`src/rtl/uart_tx_param.sv`:
```
// uart_tx_param: byte-oriented UART transmitter with a small transmit FIFO
// and run-time framing/baud configuration.
//
// Ports
//   clk       rising-edge clock
//   reset     asynchronous, active-high reset
//   wr_data   byte to enqueue
//   wr_valid  enqueue request, taken when wr_ready is high
//   wr_ready  FIFO not full
//   cfg_we    configuration write strobe, honoured only when fully idle
//   cfg_div   new baud divisor; every serial bit lasts cfg_div+1 cycles
//   cfg_mode  [1:0] data bits minus 5, [2] parity enable, [3] odd parity,
//             [4] two stop bits
//   level     FIFO occupancy
//   busy      frame in progress or FIFO non-empty
//   tx        registered serial line, idle high
module uart_tx_param #(
  parameter int                DIV_W      = 16,
  parameter logic [DIV_W-1:0]  DIV_RESET  = 16'h186A,
  parameter int                FIFO_DEPTH = 4
) (
  input  logic                          clk,
  input  logic                          reset,
  input  logic [7:0]                    wr_data,
  input  logic                          wr_valid,
  output logic                          wr_ready,
  input  logic                          cfg_we,
  input  logic [DIV_W-1:0]              cfg_div,
  input  logic [4:0]                    cfg_mode,
  output logic [$clog2(FIFO_DEPTH):0]   level,
  output logic                          busy,
  output logic                          tx
);

  localparam int             AW      = $clog2(FIFO_DEPTH);
  localparam logic [AW:0]    DEPTH_L = (AW+1)'(FIFO_DEPTH);
  localparam logic [4:0]     MODE_RESET = 5'b00011;

  typedef enum logic [2:0] {IDLE, START, DATA, PARITY, STOP} state_t;

  // XOR of the active data bits only; bits at or above the configured
  // word length never influence the parity bit.
  function automatic logic frame_xor(input logic [7:0] data, input logic [4:0] mode);
    logic [7:0] mask;
    mask = 8'hFF >> (3'd3 - {1'b0, mode[1:0]});
    return ^(data & mask);
  endfunction

  state_t            state_q, state_n;
  logic [DIV_W-1:0]  div_q, fdiv_q, fdiv_n;
  logic [4:0]        mode_q, fmode_q, fmode_n;
  logic [DIV_W-1:0]  cnt_q, cnt_n;
  logic [2:0]        bit_q, bit_n;
  logic              stop2_q, stop2_n;
  logic              tx_q, tx_n;
  logic [7:0]        shift_q, shift_n;
  logic              par_q, par_n;

  logic [7:0]        mem [FIFO_DEPTH];
  logic [AW-1:0]     wr_ptr_q, rd_ptr_q;
  logic [AW:0]       level_q;
  logic              push, pop, start;
  logic              bit_done, last_bit;

  assign wr_ready = (level_q < DEPTH_L);
  assign push     = wr_valid && wr_ready;
  assign level    = level_q;
  assign busy     = (state_q != IDLE) || (level_q != '0);
  assign tx       = tx_q;

  // FIFO storage and occupancy
  always_ff @(posedge clk) begin
    if (push) mem[wr_ptr_q] <= wr_data;
  end

  always_ff @(posedge clk or posedge reset) begin
    if (reset) begin
      wr_ptr_q <= '0;
      rd_ptr_q <= '0;
      level_q  <= '0;
    end else begin
      if (push) wr_ptr_q <= wr_ptr_q + AW'(1);
      if (pop)  rd_ptr_q <= rd_ptr_q + AW'(1);
      case ({push, pop})
        2'b10:   level_q <= level_q + (AW+1)'(1);
        2'b01:   level_q <= level_q - (AW+1)'(1);
        default: level_q <= level_q;
      endcase
    end
  end

  // Configuration: only accepted with nothing queued or on the wire, so a
  // frame can never see its divisor or mode change underneath it.
  always_ff @(posedge clk or posedge reset) begin
    if (reset) begin
      div_q  <= DIV_RESET;
      mode_q <= MODE_RESET;
    end else if (cfg_we && (state_q == IDLE) && (level_q == '0)) begin
      div_q  <= cfg_div;
      mode_q <= cfg_mode;
    end
  end

  // Frame FSM: next-state and next-output logic
  always_comb begin
    state_n  = state_q;
    cnt_n    = cnt_q;
    bit_n    = bit_q;
    stop2_n  = stop2_q;
    tx_n     = tx_q;
    shift_n  = shift_q;
    par_n    = par_q;
    fdiv_n   = fdiv_q;
    fmode_n  = fmode_q;
    start    = 1'b0;
    pop      = 1'b0;
    bit_done = (cnt_q == fdiv_q);
    last_bit = (bit_q == (3'd4 + {1'b0, fmode_q[1:0]}));

    case (state_q)
      IDLE: begin
        if (level_q != '0) start = 1'b1;
      end
      START: begin
        if (bit_done) begin
          cnt_n   = '0;
          bit_n   = 3'd0;
          state_n = DATA;
          tx_n    = shift_q[0];
        end else begin
          cnt_n = cnt_q + DIV_W'(1);
        end
      end
      DATA: begin
        if (bit_done) begin
          cnt_n = '0;
          if (last_bit) begin
            if (fmode_q[2]) begin
              state_n = PARITY;
              tx_n    = par_q ^ fmode_q[3];
            end else begin
              state_n = STOP;
              stop2_n = 1'b0;
              tx_n    = 1'b1;
            end
          end else begin
            bit_n   = bit_q + 3'd1;
            shift_n = shift_q >> 1;
            tx_n    = shift_q[1];
          end
        end else begin
          cnt_n = cnt_q + DIV_W'(1);
        end
      end
      PARITY: begin
        if (bit_done) begin
          cnt_n   = '0;
          state_n = STOP;
          stop2_n = 1'b0;
          tx_n    = 1'b1;
        end else begin
          cnt_n = cnt_q + DIV_W'(1);
        end
      end
      STOP: begin
        if (bit_done) begin
          cnt_n = '0;
          if (fmode_q[4] && !stop2_q) begin
            stop2_n = 1'b1;
          end else begin
            state_n = IDLE;
            // Chain straight into the next frame so back-to-back bytes
            // leave no idle bit between stop and start.
            if (level_q != '0) start = 1'b1;
          end
        end else begin
          cnt_n = cnt_q + DIV_W'(1);
        end
      end
      default: state_n = IDLE;
    endcase

    if (start) begin
      pop     = 1'b1;
      state_n = START;
      cnt_n   = '0;
      bit_n   = 3'd0;
      stop2_n = 1'b0;
      tx_n    = 1'b0;
      shift_n = mem[rd_ptr_q];
      par_n   = frame_xor(mem[rd_ptr_q], mode_q);
      fdiv_n  = div_q;
      fmode_n = mode_q;
    end
  end

  // Frame FSM: control registers
  always_ff @(posedge clk or posedge reset) begin
    if (reset) begin
      state_q <= IDLE;
      cnt_q   <= '0;
      bit_q   <= 3'd0;
      stop2_q <= 1'b0;
      tx_q    <= 1'b1;
      fdiv_q  <= DIV_RESET;
      fmode_q <= MODE_RESET;
    end else begin
      state_q <= state_n;
      cnt_q   <= cnt_n;
      bit_q   <= bit_n;
      stop2_q <= stop2_n;
      tx_q    <= tx_n;
      fdiv_q  <= fdiv_n;
      fmode_q <= fmode_n;
    end
  end

  // Frame FSM: data registers
  always_ff @(posedge clk) begin
    shift_q <= shift_n;
    par_q   <= par_n;
  end

endmodule

```
`config.mk`:
```
export PLATFORM = sky130hd
export DESIGN_NAME = uart_tx_param
export DESIGN_NICKNAME = d
export VERILOG_FILES = /design/src/rtl/uart_tx_param.sv
export SDC_FILE = /design/constraint.sdc
export NUM_CORES = 1
export LEC_CHECK = 0
export ABC_AREA = 0
export BUFFER_PORTS_ARGS = -buffer_cell sky130_fd_sc_hd__buf_4
export CORE_MARGIN = 5
export CORE_UTILIZATION = 40
export DETAILED_ROUTE_END_ITERATION = 10
export GPL_TIMING_DRIVEN = 0
export SETUP_SLACK_MARGIN = 0.05
export SYNTH_ARGS = -nofsm -noshare
export SYNTH_HDL_FRONTEND = slang
export SYNTH_SLANG_ARGS = --single-unit
```
`constraint.sdc`:
```
create_clock -name clk -period 5.8 [get_ports clk]
set_input_delay 1.16 -clock clk [delete_from_list [all_inputs] [get_ports clk]]
set_output_delay 1.16 -clock clk [all_outputs]
set_load 0.02 [all_outputs]
```
==> impl_summary.txt <==
----------------------------------------------------
[Global route]
  Overall track demand over capacity in global routing ... between 10% and 20%
  Maximum number of pins on one net before global-route repair ... 46
  Initial antenna violation count ... 0
  Total global routing overflow ... 0
  Wire length of the first global-routing pass ... around 18000 um
  Via count of the first global-routing pass ... about 3400

[Die]
  I/O Pins ... 39
  Core Rows ... between 40 and 50
  Die area ... ~0.016 sq mm
  Initial Util ... between 40% and 50%
  CORE AREA ... around 0.013 sq mm
  DIE WIDTH ... roughly 130 um
  Height of the die ... 127 um

[Detailed routing]
  Via count ... ~3400
  Routed wire length per instance ... around 16 um
  Router iterations before antenna repair ... 4
  Drt initial violations ... a little over 200
  DR vias/cell ... roughly 5
  Total detailed-routing wirelength ... approximately 11000 um
  Number of routed nets with antenna violations ... 0
  Drt drc ... 0

[Run status]
  Status ... complete, no violations

[Cells and area]
  Final standard cell utilization of the core ... 49.9%
  Layout Area Growth over Synthesis ... 21.9%
  Combined flip-flop and latch cell area ... 0.00308 sq mm
  Diodes inserted ... 0
  Final cell count without fillers ... 660
  Area occupied by multi-input gates ... around 0.0022 sq mm
  Final net count ... around 510
  Proportion of layout cells with a drive suffix above 1 ... between 30% and 40%
  Design area ... around 0.0066 sq mm
  Fillcell total ... around 1100

[Yosys]
  Proportion of synthesized flip-flops having asynchronous set or reset ... 64.0%
  Number of enable-type register cells in the synthesized netlist ... 41
  Warning count from the yosys run ... 0
  Post-Syn Nets ... between 400 and 500
  Netlist area before placement ... around 0.0054 sq mm
  Synth unique cells ... 53
  Synthesized flop and latch total ... ~110
  Synth Area per Inst ... approximately 13 sq um
  Commonest register cell after synthesis ... sky130_fd_sc_hd__dfrtp_1
  Synthesized instance count ... ~410
  Register area share after synthesis ... between 50% and 60%

[Critical path]
  Worst setup SP type ... flip-flop
  Worst path cell trace ... nor4_1, nand2_1, buf_4
  Arrival time worst endpoint ... between 1.5 and 2 ns
  Buffers and inverters on the worst path ... 1
  Endpoint kind of the worst setup timing path ... primary output
  Largest delay share family, worst path ... simple AND/OR/NAND/NOR gates
  Critical Path Fanout Max ... 6
  Kind of critical path ... flip-flop to primary output
  Data required time of the worst path ... 4.64 ns
  Highest cell delay on the worst timing path ... 0.63 ns
  Slowest cell on crit path ... sky130_fd_sc_hd__nor4_1

[Timing]
  Count of pins over their slew limit ... 0
  Post-route worst setup slack ... between 2 and 3 ns
  Setup repair after global routing missed its margin ... false
  Peak Freq ... 328 MHz
  Final hold violations ... 0
  Setup TNS ... 0 ns
  Rel. slew slack ... between 40 and 50%
  Worst hold slack across all endpoints ... 0.500 ns
  Post-route fraction of the period consumed by the critical path ... ~53%
  Final worst path period need ... 3.05 ns
  Final setup fails ... 0
  Setup Skew ... slightly below 0.009 ns
  Worst slew pin tran ... around 0.80 ns

[Power]
  Net Sw Frac ... 29.4%
  Reported net switching power ... between 1 and 1.5 mW
  Power share of the clock group ... between 30% and 40%
  Total power ... 3.53 mW
  Internal Power ... approximately 2.5 mW
  Combinational cell fraction of total power ... 31.5%
  Leakage dissipation ... 2.76 nW
  Power share of the sequential group ... 35.7%
  Total power divided by cell area ... about 530 mW/mm^2
  Peak ir drop on the vdd network ... 0.254 mV

[Placed design]
  Placed inst area ... between 0.005 and 0.006 sq mm
  Weighted congestion reported at the end of routability-driven placement ... 0.853
  I/O Buffers ... 38
  Worst setup timing slack at the placement stage ... ~2.7 ns
  Number of instances in the placed design ... approximately 630
  HPWL after DPL ... 7490 um

[Clock network]
  Clock latency on the worst-skew pair ... about 0.42 ns
  Count of cells resized by post-cts repair ... 0
  TritonCTS Buffers ... 17
  TritonCTS clock tree ... yes
  Master cell of the clock root buffer ... sky130_fd_sc_hd__clkbuf_16
  Number of buffers on the longest clock path ... 2
  Clock transition at the register clock pins on the worst setup and hold paths after CTS ... 0.05 ns
  Count of hold buffers inserted by post-cts repair ... 0
  Sink count of the clock tree ... approximately 110
  Number of H-tree branching levels ... 4
  Post-CTS Setup Repair Bufs ... 0

[Min path]
  Kind of path behind the tightest hold check ... flip-flop to flip-flop

[Job]
  MaxCap Viol Count ... 0

----------------------------------------------------
## cell usage after synthesis, drive strengths merged (7+ instances only)
cell / count / area [sq um]
mux2: 52 / 679
xnor2: 30 / 263
nand3: 12 / 60.1
nand2: 25 / 93.8
dfstp: 17 / 447
edfxtp: 41 / 1230
o21ai: 23 / 115
dfrtp: 56 / 1400
buf: 8 / 58.8
nor3: 8 / 51.3
clkbuf: 11 / 41.3
inv: 17 / 63.8
ha: 7 / 87.6
a21oi: 10 / 53.8
mux4: 8 / 180
nor2: 15 / 58.8
## layer usage
layer	up-vias	share of wire [%]	global-route usage [%]	wire length (um)
met1	1665	47	19.1	4950
met5	-	0	0	0
met3	19	3.9	3.70	418
met2	69	47	22.0	5010
met4	0	2.0	6.06	214
li1	1612	-	-	-
## final timing paths
path | from | to | slack, ns | cells after the start
setup / recovery | level[2] | busy | 2.75 | 3
hold / removal | div_q[2] | fdiv_q[2] | 0.50 | 1
setup reg to reg | fdiv_q[6] | level[2] | 2.76 | 14
hold reg to reg | div_q[2] | fdiv_q[2] | 0.50 | 1
max in group asynchronous | reset | mode_q[1] | 4.44 | 3
min in group asynchronous | reset | div_q[2] | 0.74 | 2
## kinds of logic after synthesis
group / count (synthesis) / share of synthesized area (%)
buffers and inverters: 36 / 3.01
multiplexers: 64 / 16.5
AO/OA/AOI/OAI: 60 / 6.87
adder cells (fa/ha/maj): 8 / 1.98
AND/OR/NAND/NOR: 97 / 9.60
XOR/XNOR: 34 / 5.47
flip-flops: 114 / 56.5
## cells in the final DEF (no fill, tap or decap), types with 4 or more instances in the layout
cell	count
sky130_fd_sc_hd__a21oi_1	9
sky130_fd_sc_hd__mux4_2	8
sky130_fd_sc_hd__mux2i_1	4
sky130_fd_sc_hd__dfrtp_1	56
sky130_fd_sc_hd__inv_1	16
sky130_fd_sc_hd__dfstp_2	17
sky130_fd_sc_hd__clkbuf_1	14
sky130_fd_sc_hd__clkbuf_16	17
sky130_fd_sc_hd__buf_4	38
sky130_fd_sc_hd__bufinv_16	6
sky130_fd_sc_hd__o31ai_1	6
sky130_fd_sc_hd__nor2_1	14
sky130_fd_sc_hd__o21ai_0	23
sky130_fd_sc_hd__mux2_4	25
sky130_fd_sc_hd__mux2_2	27
sky130_fd_sc_hd__nand4_1	6
sky130_fd_sc_hd__ha_1	7
sky130_fd_sc_hd__nand2b_1	6
sky130_fd_sc_hd__and2_1	4
sky130_fd_sc_hd__xnor2_1	30
sky130_fd_sc_hd__xor2_1	4
sky130_fd_sc_hd__nand2_1	25
sky130_fd_sc_hd__nand3_1	12
sky130_fd_sc_hd__buf_2	5
sky130_fd_sc_hd__edfxtp_1	41
sky130_fd_sc_hd__nor3_1	7
## area by class of cell
cell class                 count  area share (%)
tap                          176            3.32
sequential                   114            46.4
clock inverter                11            3.15
clock buffer                  21            6.78
timing repair buffer          39            4.71
buffer                        19            1.51
inverter                      17           0.999
multi-input combinational    263            33.2
## sequential cells by signal, indices dropped and copies added (netlist names)
| signal | count |
|---|---|
| state_q | 3 |
| div_q | 16 |
| mem | 32 |
| tx | 1 |
| par_q | 1 |
| fmode_q | 5 |
| rd_ptr_q | 2 |
| mode_q | 5 |
| level | 3 |
| fdiv_q | 16 |
| stop2_q | 1 |
| bit_q | 3 |
| cnt_q | 16 |
| shift_q | 8 |
| wr_ptr_q | 2 |
## power groups by stage
stage,registers [mW],clock network (mW),logic [mW]
after floorplan,1.24,0,0.884
after global placement,1.26,0,1.09
after detailed placement,1.28,0,1.12
after CTS,1.26,1.18,1.13
after global routing,1.29,1.22,1.23
final,1.26,1.16,1.11
Note: power is estimated with default switching activity, not from simulation.
